==> config.mk <==
export PLATFORM = sky130hd
export DESIGN_NAME = bcd_seq_converter
export DESIGN_NICKNAME = d
export VERILOG_FILES = /design/src/rtl/bcd_seq_pkg.sv /design/src/rtl/bcd_to_binary.sv /design/src/rtl/bcd_seq_converter.sv
export SDC_FILE = /design/constraint.sdc
export NUM_CORES = 1
export LEC_CHECK = 0
export CAP_MARGIN = 20
export CORE_MARGIN = 5
export CORE_UTILIZATION = 40
export DETAILED_ROUTE_END_ITERATION = 8
export PLACE_DENSITY_LB_ADDON = 0.3
export SLEW_MARGIN = 20
export SYNTH_ARGS = -nofsm -noshare
export SYNTH_HDL_FRONTEND = slang
export SYNTH_SLANG_ARGS = --single-unit
==> constraint.sdc <==
create_clock -name clk -period 2.3 [get_ports clk]
set_input_delay 0.46 -clock clk [delete_from_list [all_inputs] [get_ports clk]]
set_output_delay 0.46 -clock clk [all_outputs]
set_load 0.02 [all_outputs]
==> src/rtl/bcd_seq_pkg.sv <==
// Shared types and helpers for the sequential packed-BCD to binary converter.
package bcd_seq_pkg;

    typedef enum logic [1:0] {IDLE, CONVERT, DONE} conv_state_t;

    typedef logic [3:0] bcd_digit_t;

    localparam bcd_digit_t BCD_MAX = 4'd9;

    // Digit counter width; a single-digit converter still needs a 1-bit counter.
    function automatic int cnt_width(input int n);
        if (n <= 1) return 1;
        return $clog2(n);
    endfunction

endpackage

==> src/rtl/bcd_to_binary.sv <==
// Single BCD digit to binary unit shared by the sequential converter.
module bcd_to_binary
    import bcd_seq_pkg::*;
(
    input  bcd_digit_t  bcd,
    output logic [3:0]  bin
);

    // A legal BCD digit already equals its binary value; nibbles 10-15 pass through.
    assign bin = bcd;

endmodule

==> src/rtl/bcd_seq_converter.sv <==
// Multi-digit packed-BCD to binary converter, MSB digit first, acc = acc*10 + digit.
// Optional invalid-digit detection is enabled by defining BCD_ERR_CHECK_EN.
module bcd_seq_converter
    import bcd_seq_pkg::*;
#(
    parameter int NUM_DIGITS = 4,
    parameter int BIN_W      = 14
) (
    input  logic                    clk,
    input  logic                    reset_n,
    input  logic                    in_valid,
    output logic                    in_ready,
    input  logic [4*NUM_DIGITS-1:0] in_bcd,
    output logic                    out_valid,
    input  logic                    out_ready,
    output logic [BIN_W-1:0]        out_bin,
    output logic                    out_err,
    output logic                    busy
);

    localparam int CNT_W = cnt_width(NUM_DIGITS);

    conv_state_t             state_q, state_d;
    logic [BIN_W-1:0]        acc_q, acc_d;
    logic [CNT_W-1:0]        cnt_q, cnt_d;
    logic [4*NUM_DIGITS-1:0] shreg_q, shreg_d;
    logic                    err_q, err_d;

    bcd_digit_t  digit;
    logic [3:0]  digit_bin;

    assign digit = shreg_q[4*NUM_DIGITS-1 -: 4];

    bcd_to_binary u_digit (
        .bcd (digit),
        .bin (digit_bin)
    );

    always_comb begin
        state_d = state_q;
        acc_d   = acc_q;
        cnt_d   = cnt_q;
        shreg_d = shreg_q;
        err_d   = err_q;
        case (state_q)
            IDLE: begin
                if (in_valid) begin
                    shreg_d = in_bcd;
                    acc_d   = '0;
                    cnt_d   = '0;
                    err_d   = 1'b0;
                    state_d = CONVERT;
                end
            end
            CONVERT: begin
                acc_d   = (acc_q << 3) + (acc_q << 1) + BIN_W'(digit_bin);
                shreg_d = shreg_q << 4;
                cnt_d   = cnt_q + CNT_W'(1);
`ifdef BCD_ERR_CHECK_EN
                err_d   = err_q | (digit > BCD_MAX);
`endif
                if (cnt_q == CNT_W'(NUM_DIGITS - 1)) state_d = DONE;
            end
            DONE: begin
                if (out_ready) state_d = IDLE;
            end
            default: state_d = IDLE;
        endcase
    end

    always_ff @(posedge clk or negedge reset_n) begin
        if (!reset_n) begin
            state_q <= IDLE;
            acc_q   <= '0;
            cnt_q   <= '0;
            shreg_q <= '0;
            err_q   <= 1'b0;
        end else begin
            state_q <= state_d;
            acc_q   <= acc_d;
            cnt_q   <= cnt_d;
            shreg_q <= shreg_d;
            err_q   <= err_d;
        end
    end

    // Handshake flags decode from state alone: no input-to-output combinational path.
    assign in_ready  = (state_q == IDLE);
    assign busy      = (state_q == CONVERT);
    assign out_valid = (state_q == DONE);

`ifdef BCD_ERR_CHECK_EN
    assign out_err = err_q;
    assign out_bin = err_q ? '0 : acc_q;
`else
    assign out_err = 1'b0;
    assign out_bin = acc_q;
`endif

endmodule

; ---- Word-level counts from Yosys, hierarchy flattened
; Index checks and enable logic that the tools add are counted.
[op_classes]
n_reduce_logical = 4
addsub = 3
n_eq_ne = 6
mux = 10
[ops]
columns = operator, count
row1 = $pmux W16 S2, 1
row2 = $pmux W14 S2, 1
row3 = $mux W16, 1
row4 = $add A14 B14 Y14, 1
row5 = $add A14 B4 Y14, 1
row6 = $mux W14, 1
row7 = $mux W2, 4
row8 = $pmux W2 S3, 1
row9 = $eq A2 B2 Y1 const B, 2
row10 = $ne A2 B1 Y1 const B, 2
row11 = $pmux W2 S2, 1
row12 = $reduce_and A3 Y1, 1
row13 = $add A2 B1 Y2 const B, 1
row14 = $eq A2 B1 Y1 const B, 1
row15 = $logic_not A2 Y1, 1
row16 = $ne A2 B2 Y1 const B, 1
row17 = $reduce_and A2 Y1, 1
row18 = $reduce_bool A2 Y1, 1
[totals]
output_inout_bits = 18
input_bits = 20
register_bits = 34

; ---- Longest topological paths before layout
[logic_depth]
depth_word = 3
ltp_mapped = 9

; ---- Cells and area by module
; A second synthesis with hierarchy kept.
[hier_totals]
cells_unflattened = 216
hier_area_um2 = 2114.5
[by_module_without_submodules]
columns = module, area_per_inst_um2, seq_area_each_um2, cells_each, n_inst
row1 = bcd_seq_converter, 2084.5, 850.8, 212, 1
row2 = bcd_to_binary, 30.0, 0.0, 4, 1

; ---- Worst setup path after synthesis
; OpenSTA, ideal clock, no wires.
[synth_path]
path_type = register -> register
from = reg acc_q[0] (netlist: out_bin[0])
to = reg acc_q[8] (netlist: out_bin[8])
t_arrival_ns = 2.329
path_stages_with_launch = 9
n_path_buf = 0
synth_period_minus_slack_ns = 2.451
setup_slack_ns = -0.151
cell_sequence = dfrtp_1 inv_1 fa_1 fa_1 nor2b_4 o211ai_2 a21boi_2 o21ai_0 a32o_1
[synth_via]
elab_chain_cells = 3
[synth_rtl]
columns = item, line
row1 = "start, declared", bcd_seq_converter.sv:24  ; logic [BIN_W-1:0] acc_q, acc_d;
row2 = "start signal, assigned", bcd_seq_converter.sv:74  ; acc_q <= '0;
row3 = "start signal, assigned", bcd_seq_converter.sv:80  ; acc_q <= acc_d;
row4 = $add A14 B14 Y14, bcd_seq_converter.sv:56  ; acc_d = (acc_q << 3) + (acc_q << 1) + BIN_W'(digit_bin);
row5 = $add A14 B4 Y14, bcd_seq_converter.sv:56
row6 = $pmux W14 S2, bcd_seq_converter.sv:45  ; case (state_q)
; No other way between the ends.
; A chain may end at the register's enable or synchronous reset.

; ---- Final worst setup path
[layout_path]
from = reg acc_q[1] (netlist: out_bin[1])
to = reg acc_q[8] (netlist: out_bin[8])
; Same word-level chain as after synthesis.

==> qor.csv <==
stage,metric,value,unit
drt,routed_wirelength,4711,microns
setup_path,timing.critical_path.cells,buf_4 > ha_1 > ha_4 > nor2b_4 > o211ai_2 > a21boi_2 > or3_1 > a32o_1,
floorplan,area_of_the_core,0.005107,sq mm
place,port_bufs,36,
synth,synth.ff_latch_count,34,
final_layout,nNetsFinal,308,
status,run_status,"finished, final reports clean",
setup_path,timing.critical_path.buf_inv,1,
synth,synth_enable_flop_cells,0,
floorplan,fp-row-count,26,
setup_path,critical-path-slowest-cell,sky130_fd_sc_hd__dfrtp_1,
timing,grt_setup_unrepaired,yes,
floorplan,i_o_pins,38,
synth,synthDistinctLibCells,41,
timing,layout_worst_path_cycle_share,96.51,%
setup_path,worstSetupPathType,reg2reg,
drt,first_pass_iters,4,
drt,avgViaCountPerCell,5.216,
final_layout,final_core_util,54.51,%
clock_network,cts.clk_slew.worst_paths,0.07,ns
global_routing,grt_pass1_vias,1654,
final_layout,areaGrowthSynthToFinish,32.52,%
setup_path,worstSetupEndpointType,register,
final_layout,post_route_cells_drive_above_1_share,17.42,%
timing,post-route-min-period,2.220,ns
synth,ys.flop_type,sky130_fd_sc_hd__dfrtp_1,
floorplan,initial_core_util,41.13,%
setup_path,worst_r2r_path_depth,8,
final_layout,seqCellArea,853.3,sq um
final_layout,antenna_diode_count,0,
drt,remaining_drc_errors,0,
final_layout,fin_cells,334,
drt,num_vias,1742,
setup_path,arrival,2.41,ns
clock_network,cts_hold_buffers_added,0,
power,power-per-cell-area,1496,mW/mm^2
clock_network,cts_buffers,5,
synth,yosysTopAreaCell,sky130_fd_sc_hd__dfrtp_1,
synth,synthDominantCellAreaShare,40.50,%
hold_path,hold_class,reg2reg,
place,placed_cells_incl_taps,321,
setup_path,critical_path.reg2reg.startpoint,out_bin[1],
global_routing,antenna_found_initial,0,
power,irDropWorstVdd,0.0006550,V
setup_path,critical_path_peak_fanout,5,
clock_network,max-clock-path-buffers,2,
power,leakagePower,0.001248,uW
floorplan,chipHeight,82.47,microns
timing,final.setup.tns,0,ns
setup_path,cpPeakStageDelay,0.43,ns
setup_path,worstSetupStartpointType,register,
synth,post_synth_instance_area,0.002101,sq mm
hold_path,hold_depth,2,
clock_network,clock-root-buffer,sky130_fd_sc_hd__clkbuf_8,
drt,postRouteAntennaNets,0,
synth,yosysSeqAreaShare,40.50,%
synth,avgSynthCellArea,9.863,sq um
clock_network,cts.sink_count,34,
setup_path,worstSetupPathDepth,8,
place,gpl.final_weighted_congestion,0.8481,
synth,synthesis.nets,258,
global_routing,grt_max_degree,35,
synth,synth_area_leaders,"sky130_fd_sc_hd__dfrtp_1 (41%), sky130_fd_sc_hd__ha_1 (14%), sky130_fd_sc_hd__o21ai_0 (5.2%)",
timing,total_count_of_hold_check_failures_in_the_final_report,0,
final_layout,multi_input_area,0.001211,sq mm
timing,setup_viol_count_final,0,
place,post_detailed_placement_half_perimeter_wirelength,3512,microns
synth,top_cells_by_count_synth,"sky130_fd_sc_hd__dfrtp_1 (34), sky130_fd_sc_hd__nand2_1 (25), sky130_fd_sc_hd__ha_1 (23)",
run,max_cap_viol,0,
global_routing,grt_overflow,0,
clock_network,tritoncts_clock_tree,built,
final_layout,fillCellCount,483,
floorplan,die-width,82.47,microns
clock_network,number_of_h_tree_branching_levels,2,
floorplan,die_area,0.006801,sq mm
synth,synthesis.instances,213,
timing,fin_worst_skew,0.003222,ns
clock_network,insertion_delay,0.29,ns
power,p_total,4165,uW
setup_path,crit-reg2reg-capture,out_bin[8],
global_routing,grt_first_pass_wirelength,7700,microns
hold_path,whs_endpoint,shreg_q[10],
timing,holdWs,0.4866,ns
synth,synthesis.yosys.warnings,0,
drt,route.detailed.wl_per_inst,14.10,microns
setup_path,worst-endpoint-required,2.49,ns
synth,synth.most_common_cell,sky130_fd_sc_hd__dfrtp_1,
timing,timing_max_transition_violations_final,0,
synth,post_synth_arst_share,100.0,%
drt,initialDrtViolationCount,48,
setup_path,worstSetupStartpoint,out_bin[1],
timing,fmax_achieved,450.5,MHz
setup_path,delay_heaviest_family_cp,adder cells,
global_routing,gr-usage-all-layers,14.82,%
hold_path,hold_path.startpoint,shreg_q[10],
setup_path,ff2ff_setup_slack,0.08,ns
## state kept, by name, indices dropped and copies added, names as in the netlist
name     cells
state_q      2
out_bin     14
cnt_q        2
shreg_q     16
## cell usage in the layout (no fill, tap or decap), types with 3 or more instances in the layout
cell type and count:
sky130_fd_sc_hd__dfrtp_1 32, sky130_fd_sc_hd__o211ai_1 3, sky130_fd_sc_hd__a21oi_2 3, sky130_fd_sc_hd__nand2b_1 3
sky130_fd_sc_hd__o21ai_0 20, sky130_fd_sc_hd__inv_1 9, sky130_fd_sc_hd__a22o_1 10, sky130_fd_sc_hd__ha_1 17
sky130_fd_sc_hd__nand3_1 5, sky130_fd_sc_hd__clkdlybuf4s50_1 36, sky130_fd_sc_hd__buf_4 18, sky130_fd_sc_hd__a21oi_1 8
sky130_fd_sc_hd__a22oi_1 9, sky130_fd_sc_hd__nor2_1 5, sky130_fd_sc_hd__ha_4 4, sky130_fd_sc_hd__nand2_1 25
sky130_fd_sc_hd__xor2_1 6, sky130_fd_sc_hd__and3b_1 3, sky130_fd_sc_hd__clkbuf_8 6, sky130_fd_sc_hd__o21ai_1 3
sky130_fd_sc_hd__or3_1 3
## how the worst max path moves through the flow
stage | slack [ns] | end
6_report | 0.08 | out_bin[8]
5_1_grt | -0.04 | out_bin[8]
4_1_cts | 0.001 | out_bin[8]
3_5_place_dp | -0.02 | out_bin[8]
3_3_place_gp | 0.04 | out_bin[8]
2_1_floorplan | 0.04 | out_bin[9]
## timing repair
action,in CTS,in global routing
setup buffers,3,2
pin swaps,1,12
cloned,0,0
endpoints found under the setup margin,1,6
gates resized for setup,0,13
## cell type report
class | instances | share of cell area, %
well taps | 70 | 3.146
flip-flops and latches | 34 | 30.65
inverters | 11 | 1.483
clock buffers | 6 | 2.966
clock inverters | 2 | 0.4494
repair buffers | 54 | 17.80
multi-input cells | 157 | 43.51
## power breakdown
part,total (uW),switching (uW),internal (uW)
clock network,482,241,241
logic,2620,1370,1250
registers,1060,197,864
## per-layer routing
layer	GRT usage, %	wire length [microns]	vias to the layer above	part of all wire, %
met5	0	0	-	0
met4	4.983	62	0	1.3
met3	3.254	251	9	5.3
met2	24.44	2296	45	49
met1	19.14	2100	816	45
li1	-	-	872	-
## per-stage QoR
| step | setup slack (ns) | instance area, sq um |
|---|---|---|
| global route | -0.04133 | 2784 |
| global placement | 0.03864 | 2589 |
| floorplan | 0.04322 | 2106 |
| CTS | 0.001444 | 2706 |
| finish | 0.08026 | 2784 |
| detailed placement | -0.01749 | 2589 |
## tightest hold or removal path, cell delays in order (launching register included)
cell and delay, ns:
sky130_fd_sc_hd__dfrtp_1 0.35, sky130_fd_sc_hd__nand2_1 0.05, sky130_fd_sc_hd__o21ai_0 0.06
## cells by family (layout without fill, tap and decap cells)
family / after synthesis / in the layout / synth area share (%)
AOI/OAI and AO/OA: 68 / 68 / 22.10
xor gates and xnor gates: 8 / 8 / 3.335
adders and majority gates: 25 / 25 / 15.60
buffers and inverters: 22 / 73 / 5.122
DFF: 34 / 34 / 40.50
other: 1 / 1 / 0.1785
and+or+nand+nor: 55 / 55 / 13.16
No activity file was read; power rests on OpenSTA's default activity.
